==> config.mk <==
export PLATFORM = sky130hd
export DESIGN_NAME = mvm_seq_ctrl
export DESIGN_NICKNAME = d
export VERILOG_FILES = /design/src/rtl/mvm_seq_ctrl.sv
export SDC_FILE = /design/constraint.sdc
export NUM_CORES = 1
export LEC_CHECK = 0
export CAP_MARGIN = 30
export CORE_MARGIN = 5
export CORE_UTILIZATION = 45
export CTS_BUF_LIST = sky130_fd_sc_hd__clkbuf_8 sky130_fd_sc_hd__clkbuf_16
export CTS_CLUSTER_SIZE = 28
export DETAILED_ROUTE_END_ITERATION = 12
export GPL_ROUTABILITY_DRIVEN = 0
export PLACE_DENSITY = 0.68
export SETUP_SLACK_MARGIN = 0.02
export SYNTH_ARGS = -nofsm -noshare
export SYNTH_HDL_FRONTEND = slang
export SYNTH_SLANG_ARGS = --single-unit
export TNS_END_PERCENT = 10
==> constraint.sdc <==
create_clock -name clk -period 2.4 [get_ports clk]
set_input_delay 0.48 -clock clk [delete_from_list [all_inputs] [get_ports clk]]
set_output_delay 0.48 -clock clk [all_outputs]
set_load 0.02 [all_outputs]
==> src/rtl/mvm_seq_ctrl.sv <==
// Sequencing controller for the matrix-vector multiply unit: command decode,
// operand load/read addressing, MAC pipeline control and result streaming.
module mvm_seq_ctrl #(
  parameter int unsigned M    = 12,
  parameter int unsigned PIPE = 2,
  localparam int unsigned MM  = M * M,
  localparam int unsigned AW  = $clog2(M * M),
  localparam int unsigned VW  = $clog2(M)
) (
  input  logic          clk,
  input  logic          reset,
  input  logic          loadMatrix,
  input  logic          loadVector,
  input  logic          start,
  output logic          busy,
  output logic          mat_we,
  output logic [AW-1:0] mat_addr,
  output logic          vec_we,
  output logic [VW-1:0] vec_addr,
  output logic          acc_clr,
  output logic          acc_en,
  output logic          yb_we,
  output logic [VW-1:0] yb_waddr,
  output logic [VW-1:0] yb_raddr,
  output logic          done
);

  localparam int unsigned DW = $clog2(PIPE + 1);

  typedef enum logic [2:0] {
    S_IDLE, S_LOAD_M, S_LOAD_V, S_COMPUTE, S_DRAIN, S_DONE, S_OUTPUT
  } state_t;

  state_t        r_state, w_state;
  logic          r_busy, w_busy;
  logic          r_mat_we, w_mat_we;
  logic [AW-1:0] r_mat_addr, w_mat_addr;
  logic          r_vec_we, w_vec_we;
  logic [VW-1:0] r_vec_addr, w_vec_addr;
  logic          r_iss_valid, w_iss_valid;
  logic          r_iss_first, w_iss_first;
  logic          r_iss_last, w_iss_last;
  logic [DW-1:0] r_drain, w_drain;
  logic          r_done, w_done;
  logic [VW-1:0] r_raddr, w_raddr;
  logic [VW-1:0] w_col_nxt;

  // Issue flags delayed to the accumulator update cycle
  logic [PIPE-1:0] r_dv, r_df, r_dl;
  logic            r_yb_we;
  logic [VW-1:0]   r_yb_waddr;
  logic [VW-1:0]   r_wrow;

  // State and registered control outputs
  always_ff @(posedge clk or negedge reset) begin
    if (!reset) begin
      r_state     <= S_IDLE;
      r_busy      <= 1'b0;
      r_mat_we    <= 1'b0;
      r_mat_addr  <= '0;
      r_vec_we    <= 1'b0;
      r_vec_addr  <= '0;
      r_iss_valid <= 1'b0;
      r_iss_first <= 1'b0;
      r_iss_last  <= 1'b0;
      r_drain     <= '0;
      r_done      <= 1'b0;
      r_raddr     <= '0;
    end else begin
      r_state     <= w_state;
      r_busy      <= w_busy;
      r_mat_we    <= w_mat_we;
      r_mat_addr  <= w_mat_addr;
      r_vec_we    <= w_vec_we;
      r_vec_addr  <= w_vec_addr;
      r_iss_valid <= w_iss_valid;
      r_iss_first <= w_iss_first;
      r_iss_last  <= w_iss_last;
      r_drain     <= w_drain;
      r_done      <= w_done;
      r_raddr     <= w_raddr;
    end
  end

  // Next-state and next-output decode; addresses fall back to 0 outside their state
  always_comb begin
    w_state     = r_state;
    w_mat_we    = 1'b0;
    w_mat_addr  = '0;
    w_vec_we    = 1'b0;
    w_vec_addr  = '0;
    w_iss_valid = 1'b0;
    w_iss_first = 1'b0;
    w_iss_last  = 1'b0;
    w_drain     = '0;
    w_done      = 1'b0;
    w_raddr     = '0;
    w_col_nxt   = (r_vec_addr == VW'(M - 1)) ? '0 : r_vec_addr + VW'(1);
    case (r_state)
      S_IDLE: begin
        if (loadMatrix) begin
          w_state  = S_LOAD_M;
          w_mat_we = 1'b1;
        end else if (loadVector) begin
          w_state  = S_LOAD_V;
          w_vec_we = 1'b1;
        end else if (start) begin
          w_state     = S_COMPUTE;
          w_iss_valid = 1'b1;
          w_iss_first = 1'b1;
        end
      end
      S_LOAD_M: begin
        if (r_mat_addr == AW'(MM - 1)) begin
          w_state = S_IDLE;
        end else begin
          w_mat_we   = 1'b1;
          w_mat_addr = r_mat_addr + AW'(1);
        end
      end
      S_LOAD_V: begin
        if (r_vec_addr == VW'(M - 1)) begin
          w_state = S_IDLE;
        end else begin
          w_vec_we   = 1'b1;
          w_vec_addr = r_vec_addr + VW'(1);
        end
      end
      S_COMPUTE: begin
        if (r_mat_addr == AW'(MM - 1)) begin
          w_state = S_DRAIN;
        end else begin
          w_mat_addr  = r_mat_addr + AW'(1);
          w_vec_addr  = w_col_nxt;
          w_iss_valid = 1'b1;
          w_iss_first = (w_col_nxt == '0);
          w_iss_last  = (w_col_nxt == VW'(M - 1));
        end
      end
      S_DRAIN: begin
        if (r_drain == DW'(PIPE)) begin
          w_state = S_DONE;
          w_done  = 1'b1;
        end else begin
          w_drain = r_drain + DW'(1);
        end
      end
      S_DONE: begin
        w_state = S_OUTPUT;
        w_raddr = VW'(1);
      end
      S_OUTPUT: begin
        if (r_raddr == VW'(M - 1)) begin
          w_state = S_IDLE;
        end else begin
          w_raddr = r_raddr + VW'(1);
        end
      end
      default: w_state = S_IDLE;
    endcase
    w_busy = (w_state != S_IDLE);
  end

  // MAC pipeline alignment and result-buffer write sequencing
  always_ff @(posedge clk or negedge reset) begin
    if (!reset) begin
      r_dv       <= '0;
      r_df       <= '0;
      r_dl       <= '0;
      r_yb_we    <= 1'b0;
      r_yb_waddr <= '0;
      r_wrow     <= '0;
    end else begin
      r_dv[0] <= r_iss_valid;
      r_df[0] <= r_iss_first;
      r_dl[0] <= r_iss_last;
      for (int i = 1; i < int'(PIPE); i++) begin
        r_dv[i] <= r_dv[i-1];
        r_df[i] <= r_df[i-1];
        r_dl[i] <= r_dl[i-1];
      end
      r_yb_we <= r_dl[PIPE-1];
      if (r_dl[PIPE-1]) begin
        r_yb_waddr <= r_wrow;
        r_wrow     <= (r_wrow == VW'(M - 1)) ? '0 : r_wrow + VW'(1);
      end
    end
  end

  assign busy     = r_busy;
  assign mat_we   = r_mat_we;
  assign mat_addr = r_mat_addr;
  assign vec_we   = r_vec_we;
  assign vec_addr = r_vec_addr;
  assign acc_en   = r_dv[PIPE-1];
  assign acc_clr  = r_df[PIPE-1];
  assign yb_we    = r_yb_we;
  assign yb_waddr = r_yb_waddr;
  assign yb_raddr = r_raddr;
  assign done     = r_done;

endmodule

======== Word-level counts from Yosys, hierarchy flattened ========
Index checks and enable logic that the tools add are counted.
word-level totals
  register bits ........................... 43
  latch bits .............................. 0
  RAM bits ................................ 0
  bits in read-only memories .............. 0
  bits of input ports ..................... 5
  word-level logic and storage cells ...... 75
  memories kept ........................... 0
operators by class
  add/sub/neg operators ................... 5
  multipliers ............................. 0
  div/mod/pow operators ................... 0
  order comparisons ....................... 0
  equal/unequal tests ..................... 12
  shift-type cells ........................ 0
  multiplexer cells ....................... 36
  bitwise gates (word level) .............. 0
  reductions and logical operators ........ 4
operators by type and width
  cell                 number
  $mux 3               8
  $pmux 3 s7           1
  $eq 4x4->1 const B   4
  $mux 4               4
  $mux 8               2
  $pmux 4 s2           2
  $mux 1               13
  $add 4x1->4 const B  3
  $eq 3x3->1 const B   3
  $add 8x1->8 const B  1
  $eq 8x8->1 const B   1
  $pmux 1 s2           4
  $eq 3x2->1 const B   2
  $logic_not 4->1      1
  $mux 2               2
  $eq 3x1->1 const B   1
  $logic_not 3->1      1
  $reduce_bool 3->1    1
  $add 2x1->2 const B  1
  $eq 2x2->1 const B   1
  $reduce_or 2->1      1

======== Logic depth before layout (Yosys ltp) ========
Gate-level depths: netlist (run 1).
  word-level depth ........................ 5
  gate-level depth with buffers ........... 6
  gate-level depth less buffers ........... 5

======== Least setup slack after synthesis (run 1) ========
OpenSTA, ideal clock, no wires.
  kind .................................... reg-to-reg
  start ................................... reg r_vec_addr[0] (netlist: vec_addr[0])
  end ..................................... reg r_busy (netlist: busy)
  arrival ................................. 1,613 ps
  required time ........................... 2,267 ps
  slack ................................... 654 ps
  stages on the path, launching flop included .. 6
  period minus slack after synthesis ...... 1,746 ps
  path through ............................ dfrtp_1 -> ha_1 -> nand3b_1 -> and3_1 -> a2111o_1 -> nand4bb_1
on the way
  cells in the longest elaborated chain, start to end .. 4
RTL lines
  what                    RTL line  RTL
  from (decl)             39        logic [VW-1:0] r_vec_addr, w_vec_addr;
  from (signal assigned)  75        r_vec_addr <= w_vec_addr;
  $eq 4x4->1              122       if (r_vec_addr == VW'(M - 1)) begin
  $mux 3                  122
  $pmux 3 s7              99        case (r_state)
  net w_state[1]          34        state_t r_state, w_state;
  $reduce_bool 3->1       161       w_busy = (w_state != S_IDLE);
  net w_busy              35        logic r_busy, w_busy;
  to (signal assigned)    71        r_busy <= w_busy;
  to (decl)               35
The timed path passes the listed nets, and every way through them passes these cells.
A chain may end at the register's enable or synchronous reset.

======== Worst setup path in the final report (run 1) ========
  start ................................... reg r_vec_addr[3] (netlist: vec_addr[3])
  end ..................................... out vec_addr[3]
RTL lines
  what       RTL line  RTL
  to (decl)  19        output logic [VW-1:0] vec_addr,
No word-level cell between the ends.

==> impl_metrics.tcl, run 1 <==
set metrics [dict create \
    status "finished, final reports clean" \
    rr_endpoint "busy" \
    finalNetCount 213 \
    dp.cells 243 \
    dieArea_um2 5630 \
    grt_antenna_before_repair 0 \
    path_max_fanout 8 \
    top_level_ports 32 \
    cts-hold-fix-buffers 0 \
    avgSynthCellArea_um2 11.3 \
    drt_pass1_iterations 4 \
    stdcell_count 253 \
    drv_cap 0 \
    track_usage 0.143 \
    met3_usage 0.0547 \
    synth_area_um2 1900 \
    synth-seq-cells 43 \
    synth_cell_types 42 \
    synthSimpleGateAreaFrac 0.212 \
    die_w_um 75.0 \
    synth_compound_area_frac 0.0842 \
    drc_errors 0 \
    fin_crit_ns 1.95 \
    critical_path.slowest_cell "clkdlybuf4s50_1" \
    rsz0062_at_grt "false" \
    root_buffer "clkbuf_8" \
    synth_top_family_by_area "simple AND/OR/NAND/NOR gates" \
    rows 23 \
    syn_nets 179 \
    clk_path_buf_depth 2 \
    drv_slew 0 \
    synth_area_leader_cell "dfrtp_1" \
    startpoint "vec_addr[3]" \
    ys_seq_area_frac 0.565 \
    final_hold_viol_count 0 \
    worstSetupEndpoint "vec_addr[3]" \
    cp_num_cells 1 \
    synth.area.mux_share 0.0348 \
    final_util 0.581 \
    grt_max_degree 44 \
    fp.dieH_um 75.0 \
    ant_nets 0 \
    max_clock_freq_mhz 513 \
    cts_inserted_buffers 5 \
    async_reset_ff_frac 1.00 \
    tightest_slew_ns 0.456 \
    endpoint_kind "output pin" \
    clock_sinks 43 \
    drive_above_1_share 0.0985 \
    gr-usage-met1 0.176 \
    post_cts_resized 0 \
    hold_depth 0 \
    ir_worst_vdd_mv 0.320 \
    routed_wl_um 3580 \
    vias 1307 \
    skew_ns 0.00524 \
    dp_hpwl_um 2560 \
    crit_required_ns 1.92 \
    synth_cells 168 \
    hold_path_class "reg2reg" \
    reg2reg_slack_ns 0.61 \
    setup_viol 0 \
    slowest_delay_ns 0.66 \
    start_util 0.469 \
    cts_tree "built" \
    core-area_um2 4060 \
    area_growth_pct 23.9 \
    path_clk_slew_ns 0.08 \
    post-cts-setup-buffers 0 \
    overflow 0 \
    crit_chain "clkdlybuf4s50_1" \
    slew_headroom 0.696 \
    h-tree-depth 2 \
    grt_pass1_vias 1313 \
    start_kind "flip-flop" \
    crit_buf_inv 1 \
    insertion_delay_ns 0.30 \
    cp_top_family "buffers and inverters" \
    wl_per_cell_um 14.1 \
    synth_area_leaders "dfrtp_1, ha_1, nor2_1, mux2_2, nand2_1" \
    synth_top_area_share 0.565 \
    ys_warn_count 0 \
    tns_ns 0 \
    p_per_area_nw_per_um2 517 \
    drt-vias-per-instance 5.17 \
    reg2reg_depth 5 \
    reg2reg_from "vec_addr[0]" \
    synth_fa_ha_area_frac 0.0394 \
    grt_first_pass_wirelength_um 6020 \
    drtIter0Drc 45 \
    synth_edf_count 0 \
    diodes 0 \
    gr-usage-met2 0.225 \
    io_buffers 31 \
    finalCritPeriodShare 0.811 \
    power.leakage_uw 0.00106 \
    critPathKind "reg2out" \
    synth_flop_cell "dfrtp_1" \
    synthXorXnorAreaFrac 0.0368 \
    cp.arrival_ns 1.47 \
    busiest_layer "met2" \
]
[layer usage]
metal | up-vias | share of wire | routed length, um
met3 | 8 | 0.048 | 172
met1 | 621 | 0.47 | 1670
met2 | 29 | 0.46 | 1660
li1 | 649 | - | -
met5 | - | 0 | 0
met4 | 0 | 0.019 | 69
[how the worst min path moves through the flow]
stage          startpoint           to  slack (ns)
4_1_cts             reset  mat_addr[5]        0.34
3_3_place_gp      r_dl[0]      r_dl[1]        0.33
3_5_place_dp      r_df[0]      r_df[1]        0.33
6_report          r_df[0]      r_df[1]        0.35
5_1_grt           r_df[0]      r_df[1]        0.36
2_1_floorplan       reset         busy        0.18
[synth_stat cells (all sizes together) (4+ instances only)]
library cell and n:
dfrtp 43, nor2 17, nand2 11, nand3 8, nor3 8, o21ai 7, ha 6, mux2 5
nand3b 5, a21oi 4, buf 4, inv 4, nand2b 4, nor3b 4, xnor2 4, xor2 4
[per-stage QoR]
stage	hold WS [ns]	area (um^2)	total power [uW]	setup WS (ns)
2_1_floorplan	0.184	1900	741	0.654
3_5_place_dp	0.335	2230	762	0.584
3_3_place_gp	0.332	2230	761	0.640
6_report	0.353	2360	1220	0.453
4_1_cts	0.343	2330	1230	0.444
5_1_grt	0.364	2360	1270	0.378
[logic make-up (layout without fill, tap and decap cells)]
group,count (synthesis),count (layout)
adder cells (fa/ha/maj),6,6
XOR/XNOR,8,8
buffers and inverters,10,45
flip-flops,43,43
AO/OA/AOI/OAI,23,23
AND/OR/NAND/NOR,72,72
multiplexers,6,6
[where the power goes]
| group | internal, uW | leakage, uW | switching (uW) | total (uW) |
|---|---|---|---|---|
| clock | 208 | 0.0000443 | 259 | 467 |
| combinational | 10.6 | 0.000444 | 17.4 | 28.0 |
| sequential | 724 | 0.000571 | 0 | 724 |
[sequential cells by signal, summed over array words and instances, names as in the netlist]
name and count:
yb_we 1, vec_addr 4, yb_waddr 4, r_iss_last 1, r_dl 2, mat_we 1, vec_we 1, done 1
r_df 2, r_drain 2, r_iss_valid 1, r_wrow 4, r_dv 2, yb_raddr 4, r_state 3, mat_addr 8
r_iss_first 1, busy 1
[layout by cell type, fill, tap and decap left out, types with 5 or more instances in the layout]
| master | synthesis | routed |
|---|---|---|
| clkbuf_8 | 0 | 5 |
| clkdlybuf4s50_1 | 0 | 30 |
| nand3b_1 | 5 | 5 |
| nor3_1 | 8 | 8 |
| nand3_1 | 8 | 8 |
| dfrtp_1 | 43 | 43 |
| nor2_1 | 17 | 17 |
| o21ai_0 | 7 | 7 |
| nand2_1 | 11 | 11 |
| ha_1 | 6 | 6 |
| mux2_2 | 5 | 5 |
[layout make-up]
| class | instances | area [um^2] |
|---|---|---|
| Fill cell | 350 | 1700 |
| Sequential cell | 43 | 1080 |
| Multi-Input combinational cell | 115 | 776 |
| Timing Repair Buffer | 33 | 335 |
| Clock buffer | 5 | 68.8 |
| Tap cell | 50 | 62.6 |
| Clock inverter | 3 | 25.0 |
| Inverter | 4 | 15.0 |
Note: power is estimated with default switching activity, not from simulation.
==> run 2: changes to the inputs <==
--- a/config.mk
+++ b/config.mk
@@ -12,7 +12,7 @@
 export CTS_CLUSTER_SIZE = 28
 export DETAILED_ROUTE_END_ITERATION = 12
 export GPL_ROUTABILITY_DRIVEN = 0
-export PLACE_DENSITY = 0.68
+export PLACE_DENSITY = 0.71
 export SETUP_SLACK_MARGIN = 0.02
 export SYNTH_ARGS = -nofsm -noshare
 export SYNTH_HDL_FRONTEND = slang
==> constraint.sdc (replaced) <==
create_clock -name clk -period 1.6 [get_ports clk]
set_input_delay 0.32 -clock clk [delete_from_list [all_inputs] [get_ports clk]]
set_output_delay 0.32 -clock clk [all_outputs]
set_load 0.02 [all_outputs]
==> run 2 against run 1 <==
Utilization is 4.8 points higher. Clock power rose by 50%. Critical path depth is 3 higher. Via count up 6.5%. Clock-buffer cell count did not move. Global-route usage rose by 0.40 points. Worst setup slack got worse by 0.45 ns. Clock skew fell by 0.0022 ns. Die area unchanged. Critical path type is now reg2reg. Power up 50%. Sequential cell count stayed put. Combinational power is 56% higher.
==> impl_metrics.tcl, run 2 (synthesized netlist as in run 1, its figures left out) <==
set metrics [dict create \
    diodes 0 \
    start_kind "flip-flop" \
    holdPathEnd "r_df[0]" \
    skew_ns 0.00304 \
    critPathKind "reg2reg" \
    slowest_delay_ns 0.45 \
    crit_required_ns 1.78 \
    io_buffers 31 \
    clk_path_buf_depth 2 \
    start_util 0.469 \
    reg2reg_from "mat_addr[5]" \
    fin_crit_ns 1.60 \
    fin_total_pwr_uw 1830 \
    ir_worst_vdd_mv 0.417 \
    grt_antenna_before_repair 0 \
    drc_errors 0 \
    grt_pass1_vias 1433 \
    max_clock_freq_mhz 626 \
    final_hold_viol_count 0 \
    slew_headroom 0.705 \
    vias 1392 \
    grt_first_pass_wirelength_um 6370 \
    power.leakage_uw 0.00134 \
    cp.arrival_ns 1.78 \
    core-area_um2 4060 \
    endpoint_kind "flip-flop" \
    routed_wl_um 3860 \
    dp_hpwl_um 2870 \
    drive_above_1_share 0.226 \
    mostFrequentLayoutCells "dfrtp_1, dlygate4sd2_1, buf_4" \
    dieArea_um2 5630 \
    drtIter0Drc 72 \
    grt_max_degree 27 \
    crit_chain "nor4b_4 > a211oi_4 > a2111o_1 > nand4bb_1" \
    path_max_fanout 4 \
    cts_tree "built" \
    top_level_ports 32 \
    die_w_um 75.0 \
    drt_pass1_iterations 4 \
    ant_nets 0 \
    rr_endpoint "busy" \
    h-tree-depth 2 \
    p_per_area_nw_per_um2 716 \
    critical_path.slowest_cell "dfrtp_2" \
    hold_path_class "reg2reg" \
    final_common_cell "dfrtp_1" \
    status "finished, final reports clean" \
    finalCritPeriodShare 0.999 \
    rows 23 \
    hold_ws_ns 0.354 \
    drt-vias-per-instance 5.14 \
    hold_depth 0 \
    reg2reg_depth 4 \
    insertion_delay_ns 0.29 \
    area_growth_pct 34.2 \
    overflow 0 \
    hold_start "r_iss_first" \
    finalNetCount 231 \
    setup_viol 0 \
    path_clk_slew_ns 0.08 \
    drv_slew 0 \
    root_buffer "clkbuf_8" \
    track_usage 0.148 \
    setup_slack_ns 0.00190 \
    cts_inserted_buffers 5 \
    reg2reg_slack_ns 0.002 \
    tightest_slew_ns 0.443 \
    dp_slack_ns -0.0241 \
    clock_sinks 43 \
    largest_reg_flops 8 \
    drv_cap 0 \
    fp.dieH_um 75.0 \
    wl_per_cell_um 14.2 \
    placed_area_um2 2420 \
    final_cell_area_um2 2550 \
    rsz0062_at_grt "true" \
    tns_ns 0 \
]
==> run 2: changes by cell type in the layout (fill, tap and decap cells not counted), sizes merged <==
cell,change
clkdlybuf4s50,-27
buf,+18
dlygate4sd2,+18
dlymetal6s2s,+9
==> run 2: final cells by class <==
class / count / area (um^2)
clock buffer: 5 / 68.8
clock inverter: 3 / 25.0
fill: 308 / 1500
inverter: 4 / 15.0
multi-input combinational: 115 / 826
sequential: 43 / 1090
tap: 50 / 62.6
timing repair buffer: 51 / 470
==> run 2: worst max-delay path by stage <==
stage | startpoint | to | slack, ns | depth (start not counted)
finish | mat_addr[5] | busy | 0.002 | 4
global route | mat_addr[5] | busy | -0.03 | 4
CTS | mat_addr[5] | busy | 0.004 | 4
detailed placement | loadMatrix | busy | -0.02 | 4
global placement | loadMatrix | busy | 0.01 | 4
floorplan | vec_addr[0] | busy | 0.02 | 5
==> run 2: through the flow <==
step	std cells	util
floorplan	168	-
global placement	261	0.596
detailed placement	261	0.596
CTS	270	0.616
global route	271	0.629
finish	271	0.629
==> run 2: repair_timing <==
item                                    in CTS  in global routing
buffers inserted                             0                  1
hold buffers                                 1                  0
gates resized for setup                     18                 15
endpoints found under the hold margin       17                  0
endpoints found under the setup margin      20                 11
pin swaps                                    1                  3
==> run 2: critical path: cells and delay by family (launching register included) <==
kind             cells  cell delay [ns]
AO/OA/AOI/OAI        2             0.45
AND/OR/NAND/NOR      2             0.59
flip-flops           1             0.45
==> run 2: report_power, final <==
| group | switching (uW) | leakage [uW] | internal (uW) |
|---|---|---|---|
| clock | 387 | 0.0000443 | 312 |
| combinational | 26.5 | 0.000736 | 17.2 |
| sequential | 0 | 0.000562 | 1090 |
==> run 2: metal layers <==
| layer | global-route usage | routed length [um] | up-vias |
|---|---|---|---|
| li1 | - | - | 685 |
| met1 | 0.178 | 1730 | 665 |
| met2 | 0.243 | 1850 | 34 |
| met3 | 0.0534 | 232 | 8 |
| met4 | 0.0534 | 45 | 0 |
| met5 | 0 | 0 | - |
==> run 3: changes to the inputs <==
--- a/config.mk
+++ b/config.mk
@@ -9,10 +9,11 @@
 export CORE_MARGIN = 5
 export CORE_UTILIZATION = 45
 export CTS_BUF_LIST = sky130_fd_sc_hd__clkbuf_8 sky130_fd_sc_hd__clkbuf_16
-export CTS_CLUSTER_SIZE = 28
+export CTS_CLUSTER_SIZE = 30
 export DETAILED_ROUTE_END_ITERATION = 12
+export DONT_BUFFER_PORTS = 1
 export GPL_ROUTABILITY_DRIVEN = 0
-export PLACE_DENSITY = 0.71
+export PLACE_DENSITY = 0.61
 export SETUP_SLACK_MARGIN = 0.02
 export SYNTH_ARGS = -nofsm -noshare
 export SYNTH_HDL_FRONTEND = slang
==> run 3 against run 2 <==
Cell count decreased by 8.1%. Sequential share of layout area increased by 4.8 points. Register-to-register slack improved by 0.03 ns. Clock power decreased by 2%. First-iteration DRC count decreased by 21%. Critical path depth increased by 1. Clock-buffer cell count increased by 1. Die area unchanged.
==> impl_metrics.tcl, run 3 (synthesized netlist as in run 1, its figures left out) <==
set metrics [dict create \
    ant_nets 0 \
    max_clock_freq_mhz 638 \
    finalNetCount 209 \
    grt_pass1_vias 1423 \
    drc_errors 0 \
    insertion_delay_ns 0.29 \
    start_util 0.469 \
    largest_reg_flops 8 \
    track_usage 0.150 \
    ir_worst_vdd_mv 0.318 \
    placed_area_um2 2150 \
    tns_ns 0 \
    slew_headroom 0.764 \
    final_common_cell "dfrtp_1" \
    fp.dieH_um 75.0 \
    diodes 0 \
    clk_path_buf_depth 2 \
    grt_first_pass_wirelength_um 6400 \
    routed_wl_um 3710 \
    path_max_fanout 4 \
    area_growth_pct 20.5 \
    cts_inserted_buffers 5 \
    grt_antenna_before_repair 0 \
    core-area_um2 4060 \
    status "finished, final reports clean" \
    start_kind "flip-flop" \
    dieArea_um2 5630 \
    h-tree-depth 2 \
    path_clk_slew_ns 0.08 \
    dp_hpwl_um 2740 \
    drv_slew 0 \
    drv_cap 0 \
    rows 23 \
    root_buffer "clkbuf_8" \
    mostFrequentLayoutCells "dfrtp_1, buf_4, nor2_1" \
    top_level_ports 32 \
    cts_tree "built" \
    finalCritPeriodShare 0.979 \
    cp.arrival_ns 1.73 \
    overflow 0 \
    clock_sinks 43 \
    p_per_area_nw_per_um2 786 \
    power.leakage_uw 0.00108 \
    hold_path_class "in2reg" \
    skew_ns 0.00800 \
    vias 1338 \
    tightest_slew_ns 0.354 \
    fin_crit_ns 1.57 \
    die_w_um 75.0 \
    final_hold_viol_count 0 \
    io_buffers 0 \
    final_cell_area_um2 2290 \
    rsz0062_at_grt "true" \
    drt-vias-per-instance 5.37 \
    grt_max_degree 44 \
    critPathKind "reg2reg" \
    drtIter0Drc 57 \
    crit_required_ns 1.76 \
    drive_above_1_share 0.291 \
    drt_pass1_iterations 4 \
    endpoint_kind "flip-flop" \
    wl_per_cell_um 14.9 \
    setup_viol 0 \
]
run 3: cell count changes in the layout (fill, tap and decap cells not counted), sizes merged:
cell	previous run	this run
dlygate4sd2	18	0
clkbuf	5	6
clkdlybuf4s50	3	0
dlymetal6s2s	9	0
inv	4	5
buf	20	28
clkinvlp	1	0
clkinv	2	1
run 3: path summary, 6_finish.rpt:
kind                          endpoint  slack (ns)  cells past startpoint        start
max                               busy        0.03                      5  vec_addr[0]
min reg2reg                    r_df[1]        0.36                      0      r_df[0]
max reg2reg                       busy        0.03                      5  vec_addr[0]
min                        r_iss_valid        0.20                      2   loadMatrix
min in group asynchronous  mat_addr[7]        0.50                      2        reset
max in group asynchronous  yb_raddr[1]        0.88                      2        reset
run 3: final cells by class:
type	instances	area [um^2]
multi-input combinational	115	806
clock buffer	6	82.6
inverter	4	15.0
fill	351	1760
tap	50	62.6
timing repair buffer	29	233
clock inverter	2	8.76
sequential	43	1090
run 3: report_power, final:
part | internal, uW | total, uW | switching [uW] | leakage (uW)
logic | 8.74 | 31.2 | 22.5 | 0.000464
registers | 1090 | 1090 | 0 | 0.000562
clock network | 342 | 686 | 345 | 0.0000524
run 3: repair_timing:
| action | CTS | global route |
|---|---|---|
| pin swaps | 1 | 2 |
| resized for setup | 2 | 2 |
| endpoints found under the setup margin | 1 | 2 |
| gates cloned | 0 | 0 |
| hold buffers | 2 | 0 |
| hold endpoints to repair | 43 | 0 |
| buffers inserted | 0 | 2 |
run 3: stage by stage:
stage / power [uW] / hold WS (ns) / utilization / cells / worst slack, ns
after floorplan: 1110 / 0.0244 / - / 168 / 0.0223
after global placement: 1110 / 0.0259 / 0.531 / 237 / 0.0861
after detailed placement: 1110 / 0.0256 / 0.531 / 237 / 0.0289
after CTS: 1840 / 0.193 / 0.561 / 247 / 0.0224
after global routing: 1890 / 0.188 / 0.565 / 249 / -0.0431
final: 1800 / 0.205 / 0.565 / 249 / 0.0338
run 3: metal layers:
layer  track usage  wire length, um  vias to the layer above
li1              -                -                      639
met1         0.180             1580                      665
met2         0.243             1820                       26
met3        0.0547              227                        8
met4        0.0613               84                        0
met5             0                0                        -
run 3: worst max-delay path, stage by stage (launching register included):
cell	delay, ns
dfrtp_2	0.39
ha_4	0.15
nand3b_1	0.12
and3_1	0.19
a2111o_1	0.40
nand4bb_1	0.19
